`config.mk`:
```
export PLATFORM = sky130hd
export DESIGN_NAME = vga_sync
export DESIGN_NICKNAME = d
export VERILOG_FILES = /design/src/rtl/vga_pkg.sv /design/src/rtl/vga_sync_pixel_tick_gen.sv /design/src/rtl/vga_sync.sv
export SDC_FILE = /design/constraint.sdc
export NUM_CORES = 1
export LEC_CHECK = 0
export BUFFER_PORTS_ARGS = -buffer_cell sky130_fd_sc_hd__buf_2
export CAP_MARGIN = 20
export CORE_UTILIZATION = 35
export DETAILED_ROUTE_END_ITERATION = 12
export SKIP_CTS_REPAIR_TIMING = 1
export SYNTH_ARGS = -nofsm -noshare
export SYNTH_HDL_FRONTEND = slang
export SYNTH_SLANG_ARGS = --single-unit
export TNS_END_PERCENT = 50
```
`constraint.sdc`:
```
create_clock -name clk -period 2.5 [get_ports clk]
set_input_delay 0.25 -clock clk [delete_from_list [all_inputs] [get_ports clk]]
set_output_delay 0.25 -clock clk [all_outputs]
set_load 0.005 [all_outputs]
```
`src/rtl/vga_pkg.sv`:
```
// vga_pkg: shared VGA timing defaults, derived totals, coordinate width and a span helper.
// Contents: VGA_H_/VGA_V_ DISPLAY/FRONT/SYNC/BACK defaults for 640x480@60,
//           VGA_H_TOTAL/VGA_V_TOTAL, COORD_W (also used by the glyph renderers),
//           in_span(v, lo, len) -> 1 when lo <= v < lo+len.
package vga_pkg;
  localparam int COORD_W = 10;
  localparam int VGA_H_DISPLAY = 640;
  localparam int VGA_H_FRONT = 16;
  localparam int VGA_H_SYNC = 96;
  localparam int VGA_H_BACK = 48;
  localparam int VGA_V_DISPLAY = 480;
  localparam int VGA_V_FRONT = 10;
  localparam int VGA_V_SYNC = 2;
  localparam int VGA_V_BACK = 33;
  localparam int VGA_H_TOTAL = VGA_H_DISPLAY + VGA_H_FRONT + VGA_H_SYNC + VGA_H_BACK;
  localparam int VGA_V_TOTAL = VGA_V_DISPLAY + VGA_V_FRONT + VGA_V_SYNC + VGA_V_BACK;
  function automatic logic in_span(logic [COORD_W-1:0] v, int lo, int len);
    return int'(v) >= lo && int'(v) < lo + len;
  endfunction
endpackage

```
`src/rtl/vga_sync_pixel_tick_gen.sv`:
```
// pixel_tick_gen: divides the system clock by CLK_DIV into a one-clock pixel enable.
// Ports: clk (system clock), reset (async, active-high),
//        p_tick (high in the clock where the divider sits at CLK_DIV-1).
module pixel_tick_gen #(
  parameter int CLK_DIV = 4
) (
  input  logic clk,
  input  logic reset,
  output logic p_tick
);
  localparam int DW = CLK_DIV > 1 ? $clog2(CLK_DIV) : 1;
  localparam logic [DW-1:0] LAST = DW'(CLK_DIV - 1);
  logic [DW-1:0] div;
  always_ff @(posedge clk or posedge reset)
    if (reset) div <= '0;
    else div <= (div == LAST) ? '0 : div + DW'(1);
  // With CLK_DIV=1 div always equals LAST, so reset gating is what keeps p_tick low in reset
  // while still letting the first pixel advance one clock after release.
  assign p_tick = (div == LAST) && !reset;
endmodule

```
`src/rtl/vga_sync.sv`:
```
// vga_sync: 640x480@60 VGA timing generator (pixel coordinates, syncs, pixel/frame ticks).
// Ports: clk, reset (async, active-high); x/y current pixel; video_on visible-area flag;
//        hsync/vsync (asserted level SYNC_ACTIVE); p_tick pixel enable;
//        frame_tick one-clock pulse on wrap to (0,0); frame_cnt frame counter.
// Build option: define VGA_SYNC_FRAME_CNT_EN to build the frame counter; otherwise frame_cnt is 0.
module vga_sync
  import vga_pkg::*;
#(
  parameter int   CLK_DIV     = 4,
  parameter int   H_DISPLAY   = VGA_H_DISPLAY,
  parameter int   H_FRONT     = VGA_H_FRONT,
  parameter int   H_SYNC      = VGA_H_SYNC,
  parameter int   H_BACK      = VGA_H_BACK,
  parameter int   V_DISPLAY   = VGA_V_DISPLAY,
  parameter int   V_FRONT     = VGA_V_FRONT,
  parameter int   V_SYNC      = VGA_V_SYNC,
  parameter int   V_BACK      = VGA_V_BACK,
  parameter logic SYNC_ACTIVE = 1'b0
) (
  input  logic               clk,
  input  logic               reset,
  output logic [COORD_W-1:0] x,
  output logic [COORD_W-1:0] y,
  output logic               video_on,
  output logic               hsync,
  output logic               vsync,
  output logic               p_tick,
  output logic               frame_tick,
  output logic [15:0]        frame_cnt
);
  localparam int H_TOTAL = H_DISPLAY + H_FRONT + H_SYNC + H_BACK;
  localparam int V_TOTAL = V_DISPLAY + V_FRONT + V_SYNC + V_BACK;
  localparam logic [COORD_W-1:0] X_LAST = COORD_W'(H_TOTAL - 1);
  localparam logic [COORD_W-1:0] Y_LAST = COORD_W'(V_TOTAL - 1);
  if (H_TOTAL > 1024 || V_TOTAL > 1024 || CLK_DIV < 1) begin : g_cfg_err
    $error("vga_sync: H_TOTAL/V_TOTAL must not exceed 1024 and CLK_DIV must be >= 1");
  end
  pixel_tick_gen #(.CLK_DIV(CLK_DIV)) u_tick (.clk(clk), .reset(reset), .p_tick(p_tick));
  logic x_end, y_end, wrap;
  logic [COORD_W-1:0] x_nxt, y_nxt;
  always_comb begin
    x_end = x == X_LAST;
    y_end = y == Y_LAST;
    wrap = p_tick && x_end && y_end;
    x_nxt = !p_tick ? x : x_end ? '0 : x + COORD_W'(1);
    y_nxt = !(p_tick && x_end) ? y : y_end ? '0 : y + COORD_W'(1);
  end
  // Flags are decoded from the next coordinates so they change on the same edge as x/y.
  always_ff @(posedge clk or posedge reset)
    if (reset) begin
      x <= '0;
      y <= '0;
      video_on <= 1'b1;
      hsync <= ~SYNC_ACTIVE;
      vsync <= ~SYNC_ACTIVE;
      frame_tick <= 1'b0;
    end else begin
      x <= x_nxt;
      y <= y_nxt;
      video_on <= in_span(x_nxt, 0, H_DISPLAY) && in_span(y_nxt, 0, V_DISPLAY);
      hsync <= in_span(x_nxt, H_DISPLAY + H_FRONT, H_SYNC) ? SYNC_ACTIVE : ~SYNC_ACTIVE;
      vsync <= in_span(y_nxt, V_DISPLAY + V_FRONT, V_SYNC) ? SYNC_ACTIVE : ~SYNC_ACTIVE;
      frame_tick <= wrap;
    end
`ifdef VGA_SYNC_FRAME_CNT_EN
  always_ff @(posedge clk or posedge reset)
    if (reset) frame_cnt <= '0;
    else if (wrap) frame_cnt <= frame_cnt + 16'd1;
`else
  assign frame_cnt = '0;
`endif
endmodule

```
# Yosys cells after proc, flatten, opt, wreduce, memory -nomap -nowiden
# Cells that the tools add are included.
totals:
  register_bits: 26
  latchBits: 0
  mem_bits_rw: 0
  romBits: 0
  in_bits: 2
  output_inout_bits: 41
  n_memories: 0
op_classes:
  add_sub_neg: 3
  multipliers: 0
  n_div: 0
  order_cmp: 6
  n_eq_ne: 3
  shifts: 0
  n_mux: 7
  bitwise: 0
  reduce_logical: 7
op_table:
  columns: ["op", "count"]
  rows:
  - ["10-bit 2-to-1 mux", 4]
  - ["10-bit by 1-bit adder with 10-bit output, second input constant", 2]
  - ["10-bit equality test, second input constant", 2]
  - ["10-bit less-than comparator, second input constant", 2]
  - ["10-bit by 9-bit less-than comparator with 1-bit output, second input constant", 2]
  - ["10-bit greater-or-equal comparator, second input constant", 1]
  - ["10-bit by 9-bit greater-or-equal comparator with 1-bit output, second input constant", 1]
  - ["1-bit logical AND", 6]
  - ["2-bit by 1-bit adder with 2-bit output, second input constant", 1]
  - ["2-bit equality test, second input constant", 1]
  - ["1-bit 2-to-1 mux", 2]
  - ["2-bit 2-to-1 mux", 1]
  - ["1-bit zero test", 1]

# Logic depth before layout (Yosys ltp)
# Gate-level depths: netlist (run 1).
depth:
  ltp_word: 7
  ltp_mapped: 9

# By module
# Synthesis (run 1) repeated with hierarchy kept, for this count alone.
hier_totals:
  cells_unflattened: 163
  hier_area_um2: 1556.5
modules_own_cells:
  columns: ["mod", "n_inst", "cells_each", "area_per_inst_um2", "seq_area_each_um2"]
  rows:
  - ["vga_sync", 1, 157, 1472.7, 604.3]
  - ["pixel_tick_gen", 1, 6, 83.8, 50.0]

# Worst setup path after synthesis (run 1)
# No wires, ideal clock.
synth_timing:
  kind: "flip-flop to flip-flop"
  from: "register y[0]"
  to: "register video_on"
  setup_ns: 0.079
  arrival_time_ns: 1.847
  required_ns: 2.421
  path_slack_ns: 0.574
  stages_incl_launch_ff: 9
  path_buffers: 1
  period_less_slack_ns: 1.926
  cell_sequence: "dfrtp_1 inv_1 ha_1 and4bb_1 and4_1 buf_2 nor3_1 mux2_4 and4b_1"
synth_via:
  elab_chain_len: 5
synth_lines:
  columns: ["element", "line_no", "source"]
  rows:
  - ["start: declaration", "vga_sync.sv:23", "output logic [COORD_W-1:0] y,"]
  - ["start signal: assignment", "vga_sync.sv:59", "y <= y_nxt;"]
  - ["10-bit by 1-bit adder with 10-bit output or 10-bit equality test (tied branches)", "vga_sync.sv:46, vga_sync.sv:43", null]
  - ["10-bit 2-to-1 mux (*) (2 in a row)", "vga_sync.sv:46", "y_nxt = !(p_tick && x_end) ? y : y_end ? '0 : y + COORD_W'(1);"]
  - ["via y_nxt[9]", "vga_sync.sv:40", "logic [COORD_W-1:0] x_nxt, y_nxt;"]
  - ["10-bit by 9-bit less-than comparator with 1-bit output (*)", "vga_pkg.sv:18", "return int'(v) >= lo && int'(v) < lo + len;"]
  - ["1-bit logical AND (*)", "vga_sync.sv:60", "video_on <= in_span(x_nxt, 0, H_DISPLAY) && in_span(y_nxt, 0, V_DISPLAY);"]
  - ["end signal: assignment", "vga_sync.sv:60", null]
  - ["end: declaration", "vga_sync.sv:24", "output logic video_on,"]
# Mark *: on every way through the listed nets, which the timed path passes. The rest lies on a longest branch.

# Final worst setup path (run 1)
layout_timing:
  from: "register u_tick.div[0]"
  to: "register video_on"
layout_via:
  elab_chain_len: 6
layout_lines:
  columns: ["element", "line_no", "source"]
  rows:
  - ["start: declaration", "vga_sync_pixel_tick_gen.sv:13", "logic [DW-1:0] div;"]
  - ["start signal: assignment", "vga_sync_pixel_tick_gen.sv:16", "else div <= (div == LAST) ? '0 : div + DW'(1);"]
  - ["2-bit equality test (*)", "vga_sync_pixel_tick_gen.sv:19", "assign p_tick = (div == LAST) && !reset;"]
  - ["1-bit logical AND (*)", "vga_sync_pixel_tick_gen.sv:19", null]
  - ["1-bit logical AND", "vga_sync.sv:46", null]
  - ["10-bit 2-to-1 mux", "vga_sync.sv:46", null]
  - ["10-bit by 9-bit less-than comparator with 1-bit output", "vga_pkg.sv:18", null]
  - ["1-bit logical AND (*)", "vga_sync.sv:60", null]
# Every way passes the cells marked *; elsewhere a longest branch is shown, timed or not.

==> results of run 1 <==
-- final cells by class --
cell class / count / area share
sequential: 26 / 0.331
clock buffer: 4 / 0.0228
timing repair buffer: 32 / 0.0887
multi-input combinational: 152 / 0.503
tap: 67 / 0.0424
inverter: 6 / 0.0114
-- critical path, stage by stage, from the launching register on --
cell      delay, ns
dfrtp_1        0.36
ha_1           0.19
nand2b_1       0.22
inv_2          0.23
nand4_2        0.31
o311ai_0       0.42
a22o_1         0.22
and4b_1        0.19
-- cell families after synthesis --
logic type	synth area share
DFF	0.362
AOI/OAI and AO/OA	0.140
other	0.00207
adders and majority gates	0.0277
muxes	0.0201
and+or+nand+nor	0.270
xor gates and xnor gates	0.0581
buffers and inverters	0.120
-- flip-flops by register name, summed over array words and instances (netlist names) --
signal and count:
frame_tick 1, hsync 1, u_tick.div 2, video_on 1
vsync 1, x 10, y 10
-- placed cells by master, fill, tap and decap left out, drive strengths merged, types with 3 or more instances in the layout --
master,instances
nor3,8
xor2,5
nand2,20
dfstp,3
nor2,13
xnor2,7
o21ai,6
conb,16
or2,3
clkbuf,4
nand4b,3
buf,32
o211ai,4
nand3,9
nand4,7
a21oi,5
inv,6
dfrtp,23
ha,4
-- layer usage --
layer,wire length (µm),up-vias
met5,0,-
met4,35,0
met3,164,2
met2,1780,52
met1,1970,718
li1,-,727
-- report_power, final --
| part | switching, W | total [W] | internal (W) |
|---|---|---|---|
| registers | 0.0000347 | 0.000480 | 0.000445 |
| logic | 0.0000586 | 0.000101 | 0.0000424 |
| clock network | 0.000136 | 0.000250 | 0.000114 |
| total | 0.000229 | 0.000831 | 0.000602 |
-- final timing paths --
check / from / to / slack [ns]
worst min register to register: u_tick.div[0]$_DFF_PP0_ / u_tick.div[0]$_DFF_PP0_ / 0.43
max in group asynchronous: reset / vsync$_DFF_PP1_ / 2.16
worst max register to register: u_tick.div[0]$_DFF_PP0_ / video_on$_DFF_PP1_ / 0.31
worst min-delay path: reset / u_tick.div[1]$_DFF_PP0_ / 0.03
worst max-delay path: u_tick.div[0]$_DFF_PP0_ / video_on$_DFF_PP1_ / 0.31
min in group clk: u_tick.div[0]$_DFF_PP0_ / u_tick.div[0]$_DFF_PP0_ / 0.43
-- per-stage QoR --
| step | worst slack (ns) | hold slack (ns) | total power (W) |
|---|---|---|---|
| 5_1_grt | 0.0768 | 0.0544 | 0.000880 |
| 6_report | 0.310 | 0.0318 | 0.000831 |
| 3_5_place_dp | 0.343 | 0.352 | 0.000590 |
| 3_3_place_gp | 0.440 | 0.349 | 0.000590 |
| 2_1_floorplan | 0.574 | 0.288 | 0.000562 |
| 4_1_cts | 0.306 | 0.0476 | 0.000848 |
==> key figures, run 1 <==
Status
  • Outcome: finished, final reports clean

Global routing
  • Tot GR Track Use: 0.159
  • Remaining Overflow, GRT: 0
  • GR peak layer: met2
  • Met1 Usage GRT: 0.233
  • Initial antenna violation count: 0
  • Global-route wire length before repair: 6640 µm
  • Pin count of the biggest net entering global routing: 27
  • Number of global-route vias before repair: roughly 1400
  • Grt met3 use: 0.0219
  • Met2 Use GR: 0.236

Floorplanning
  • Die X: 73.9 µm
  • Starting Density: 0.373
  • Rows: 25
  • Die area: 5460 µm²
  • I/O pins: 43
  • Die Y: 73.9 µm
  • Core Footprint: around 4800 µm²

STA
  • Endpoints failing setup: 0
  • Setup tns final: 0 ns
  • Hold Violations, Final: 0
  • Peak Freq: ~0.46 GHz
  • Actual slew at the worst max-slew pin: about 0.5 ns
  • Min Tclk post-route: about 2.2 ns
  • Clock skew: 0.0100 ns
  • Slew HR: 0.665
  • Max-slew violations: 0
  • RSZ-0062 raised after global routing: false
  • Period utilisation layout: 0.876

Worst hold path
  • HP Class: input port to async pin

Synthesis
  • Post-Syn Instances: 198
  • Area leader, netlist: dfrtp_1
  • Synth cell count leaders: dfrtp_1, nand2_1, buf_4
  • Largest cells by area after synthesis: dfrtp_1, buf_4, dfstp_2
  • Synthesized flop and latch total: 26
  • Synth Flop Type: dfrtp_1
  • Fraction of registers with async set or reset after synthesis: 1.00
  • Synthesized cell area: 1810 µm²
  • Post-synth top area share: 0.318
  • Synth unique cells: 62
  • Register area share after synthesis: 0.362
  • Warnings, synthesis: 0
  • Post-synth EDFFs: 0
  • Syn avg cell area: slightly above 9 µm²
  • Top-count cell post-synth: dfrtp_1

Layout
  • Register area: 654 µm²
  • Final Core Density: 0.407
  • Nets: 227
  • Fin cells: about 290
  • Final instance area: 1980 µm²
  • Area of the multi-input gates: 995 µm²
  • Inserted Diodes: 0
  • Area grow syn2layout: 9.20%
  • Final-layout fill cell count: 506
  • Proportion of layout cells with a drive suffix above 1: 0.227

Clock tree
  • CTS tree: done
  • Root buffer cell: clkbuf_8
  • Clk sinks: 26
  • CTS clk-pin slew, worst paths: roughly 0.1 ns
  • Clock Tree Buf Depth: 2
  • Clock Latency Late Sink: 0.27 ns
  • CTS Buf Count: 3
  • CTS HTree Levels: 1

Power and ir drop
  • Pwr dens: 421 nW/µm²
  • Static leakage: 0.857 nW
  • Peak supply drop: about 0.00019 V

Route
  • Drt drc: 0
  • DRT Pass-1 Iters: 4
  • WL final: 3950 µm
  • ANT nets after route: 0
  • DR vias/cell: between 5 and 6
  • Vias after detailed routing: 1499
  • Initial DRC Count: 97
  • Wirelength per Cell: 13.7 µm

Place
  • DP Area: just under 2000 µm²
  • Quantity of I/O buffers inserted on ports: 26
  • Hpwl dp: approximately 2800 µm
  • Placed cell count: ~280
  • Gpl congestion: 0.802

Worst setup path
  • Crit Path Max Fanout: 13
  • Worst EP arrival: 2.40 ns
  • R2r worst-path depth: 7
  • WS Path Type: flip-flop to flip-flop
  • Crit path launch type: flip-flop
  • Crit. End Element: flip-flop
  • WP data required: ~2.7 ns

Flow run
  • Max-cap viol count: 0
No activity file was read; power rests on OpenSTA's default activity.
==> run 2, diff against run 1 <==
--- a/config.mk
+++ b/config.mk
@@ -8,6 +8,7 @@
 export BUFFER_PORTS_ARGS = -buffer_cell sky130_fd_sc_hd__buf_2
 export CAP_MARGIN = 20
 export CORE_UTILIZATION = 35
+export CTS_BUF_LIST = sky130_fd_sc_hd__clkbuf_16
 export DETAILED_ROUTE_END_ITERATION = 12
 export SKIP_CTS_REPAIR_TIMING = 1
 export SYNTH_ARGS = -nofsm -noshare
==> run 2 against run 1 <==
Effect of this change:
- maximum frequency is 0.15% higher
- count of clock-buffer cells in the layout fell by 1
- combinational power hardly changed
- critical endpoint unchanged
- register-to-register slack about the same
- global-route usage fell by 0.12 points
- core utilization is 0.70 points higher
- critical path type unchanged
- clock skew rose by 0.00056 ns
==> key figures, run 2 (synthesis results as in run 1) <==
Route
  • Wirelength per Cell: 13.7 µm (-0.53%)
  • DRT Pass-1 Iters: 4 (unchanged)
  • DR vias/cell: 5.16 (-1.3%)
  • Vias after detailed routing: 1480 (-1.3%)
  • Drt drc: 0 (unchanged)
  • WL final: 3930 µm (-0.53%)
  • Initial DRC Count: 113 (+16%)
  • ANT nets after route: 0 (unchanged)

Power and ir drop
  • Final Total Pwr: 0.000939 W (+13%)
  • Peak supply drop: 0.000352 V (+88%)
  • Pwr dens: 467 nW/µm² (+11%)
  • Static leakage: 0.877 nW (+2.3%)

Floorplanning
  • Die area: 5460 µm² (unchanged)
  • Starting Density: 0.373 (unchanged)
  • Core Footprint: 4850 µm² (unchanged)
  • Rows: 25 (unchanged)
  • I/O pins: 43 (unchanged)
  • Die Y: 73.9 µm (unchanged)
  • Die X: 73.9 µm (unchanged)

Worst hold path
  • HP Class: input port to async pin

Place
  • Quantity of I/O buffers inserted on ports: 26 (unchanged)
  • Placed cell count: 283 (unchanged)
  • Hpwl dp: 2790 µm (unchanged)
  • Gpl congestion: 0.802 (unchanged)
  • Pre-CTS setup slack: 0.343 ns (unchanged)

Worst setup path
  • Crit path launch type: flip-flop
  • Crit. End Element: flip-flop
  • Worst EP arrival: 2.38 ns (-0.02 ns)
  • Crit Path Max Fanout: 13 (unchanged)
  • Flop-to-flop setup slack: 0.31 ns (about the same)
  • WS Path Type: flip-flop to flip-flop
  • WP data required: 2.69 ns (-0.02 ns)

Status
  • Outcome: finished, final reports clean

STA
  • Min Tclk post-route: 2.19 ns (-0.00337 ns)
  • Peak Freq: 0.457 GHz (+0.15%)
  • Slew HR: 0.660 (-0.00493)
  • Setup slack after layout: 0.314 ns (+0.00337 ns)
  • Hold Violations, Final: 0 (unchanged)
  • RSZ-0062 raised after global routing: false
  • Period utilisation layout: 0.875 (-0.00135)
  • Setup tns final: 0 ns (unchanged)
  • Actual slew at the worst max-slew pin: 0.511 ns (+0.00740 ns)
  • Max-slew violations: 0 (unchanged)
  • Endpoints failing setup: 0 (unchanged)
  • Clock skew: 0.0106 ns (+0.000561 ns)

Clock tree
  • CTS clk-pin slew, worst paths: 0.07 ns (-0.03 ns)
  • Clock Tree Buf Depth: 2 (unchanged)
  • CTS tree: done
  • Root buffer cell: clkbuf_16
  • CTS HTree Levels: 1 (unchanged)
  • Clock Latency Late Sink: 0.26 ns (about the same)
  • CTS Buf Count: 3 (unchanged)
  • Clk sinks: 26 (unchanged)

Global routing
  • Number of global-route vias before repair: 1387 (+0.36%)
  • Remaining Overflow, GRT: 0 (unchanged)
  • Tot GR Track Use: 0.157 (-0.00116)
  • Global-route wire length before repair: 6600 µm (-0.72%)
  • Pin count of the biggest net entering global routing: 27 (unchanged)
  • Initial antenna violation count: 0 (unchanged)

Layout
  • Area of the multi-input gates: 995 µm² (unchanged)
  • Final-layout fill cell count: 499 (-1.4%)
  • Inserted Diodes: 0 (unchanged)
  • Nets: 227 (unchanged)
  • Proportion of layout cells with a drive suffix above 1: 0.227 (unchanged)
  • Area grow syn2layout: 11.1%
  • Register area: 654 µm² (unchanged)
  • Most frequent cells in the layout: buf_2, dfrtp_1, nand2_1, conb_1, nor2_1
  • Top flop regs: x x10, y x10, u_tick.div x2
  • Fin cells: 287 (unchanged)
  • Commonest non-fill, non-tap cell in the layout: buf_2

Flow run
  • Max-cap viol count: 0 (unchanged)
run 2: changes by cell type in the layout (fill, tap and decap cells not counted), sizes merged:
| cell | previous run | this run |
|---|---|---|
| clkbuf | 4 | 3 |
| inv | 6 | 7 |
run 2: worst paths after layout:
path / start / to / depth (start not counted)
max reg2reg: u_tick.div[0]$_DFF_PP0_ / video_on$_DFF_PP1_ / 7
min reg2reg: u_tick.div[0]$_DFF_PP0_ / u_tick.div[0]$_DFF_PP0_ / 1
max in group asynchronous: reset / vsync$_DFF_PP1_ / 3
max: u_tick.div[0]$_DFF_PP0_ / video_on$_DFF_PP1_ / 7
min: reset / u_tick.div[1]$_DFF_PP0_ / 3
min in group clk: u_tick.div[0]$_DFF_PP0_ / u_tick.div[0]$_DFF_PP0_ / 1
run 2: layer usage:
layer	global-route usage	vias to the layer above	routed length, µm
li1	-	723	-
met1	0.230	710	1930
met2	0.234	45	1780
met3	0.0219	2	168
met4	0.0598	0	42
met5	0	-	0
run 2: worst max-delay path, stage by stage, from the launching register on:
cell	delay, ns
dfrtp_1	0.35
ha_1	0.19
nand2b_1	0.22
inv_2	0.23
nand4_2	0.32
o311ai_0	0.42
a22o_1	0.22
and4b_1	0.19
run 2: report_power, final:
| part | internal, W | switching, W | leakage [nW] | total (W) |
|---|---|---|---|---|
| clock | 0.000214 | 0.000143 | 0.0423 | 0.000357 |
| combinational | 0.0000424 | 0.0000588 | 0.492 | 0.000101 |
| sequential | 0.000446 | 0.0000347 | 0.343 | 0.000481 |
| total | 0.000702 | 0.000237 | 0.877 | 0.000939 |
run 2: through the flow:
step	instance area (µm²)	util	hold WS [ns]
floorplan	1870	-	0.288
global placement	1930	0.398	0.349
detailed placement	1930	0.398	0.352
CTS	2010	0.414	0.0708
global route	2010	0.414	0.0849
finish	2010	0.414	0.0530
run 2: cell type report:
type	count	area share
clock buffers	3	0.0374
clock inverters	1	0.00187
inverters	6	0.0112
multi-input cells	152	0.495
flip-flops and latches	26	0.326
well taps	67	0.0417
repair buffers	32	0.0872
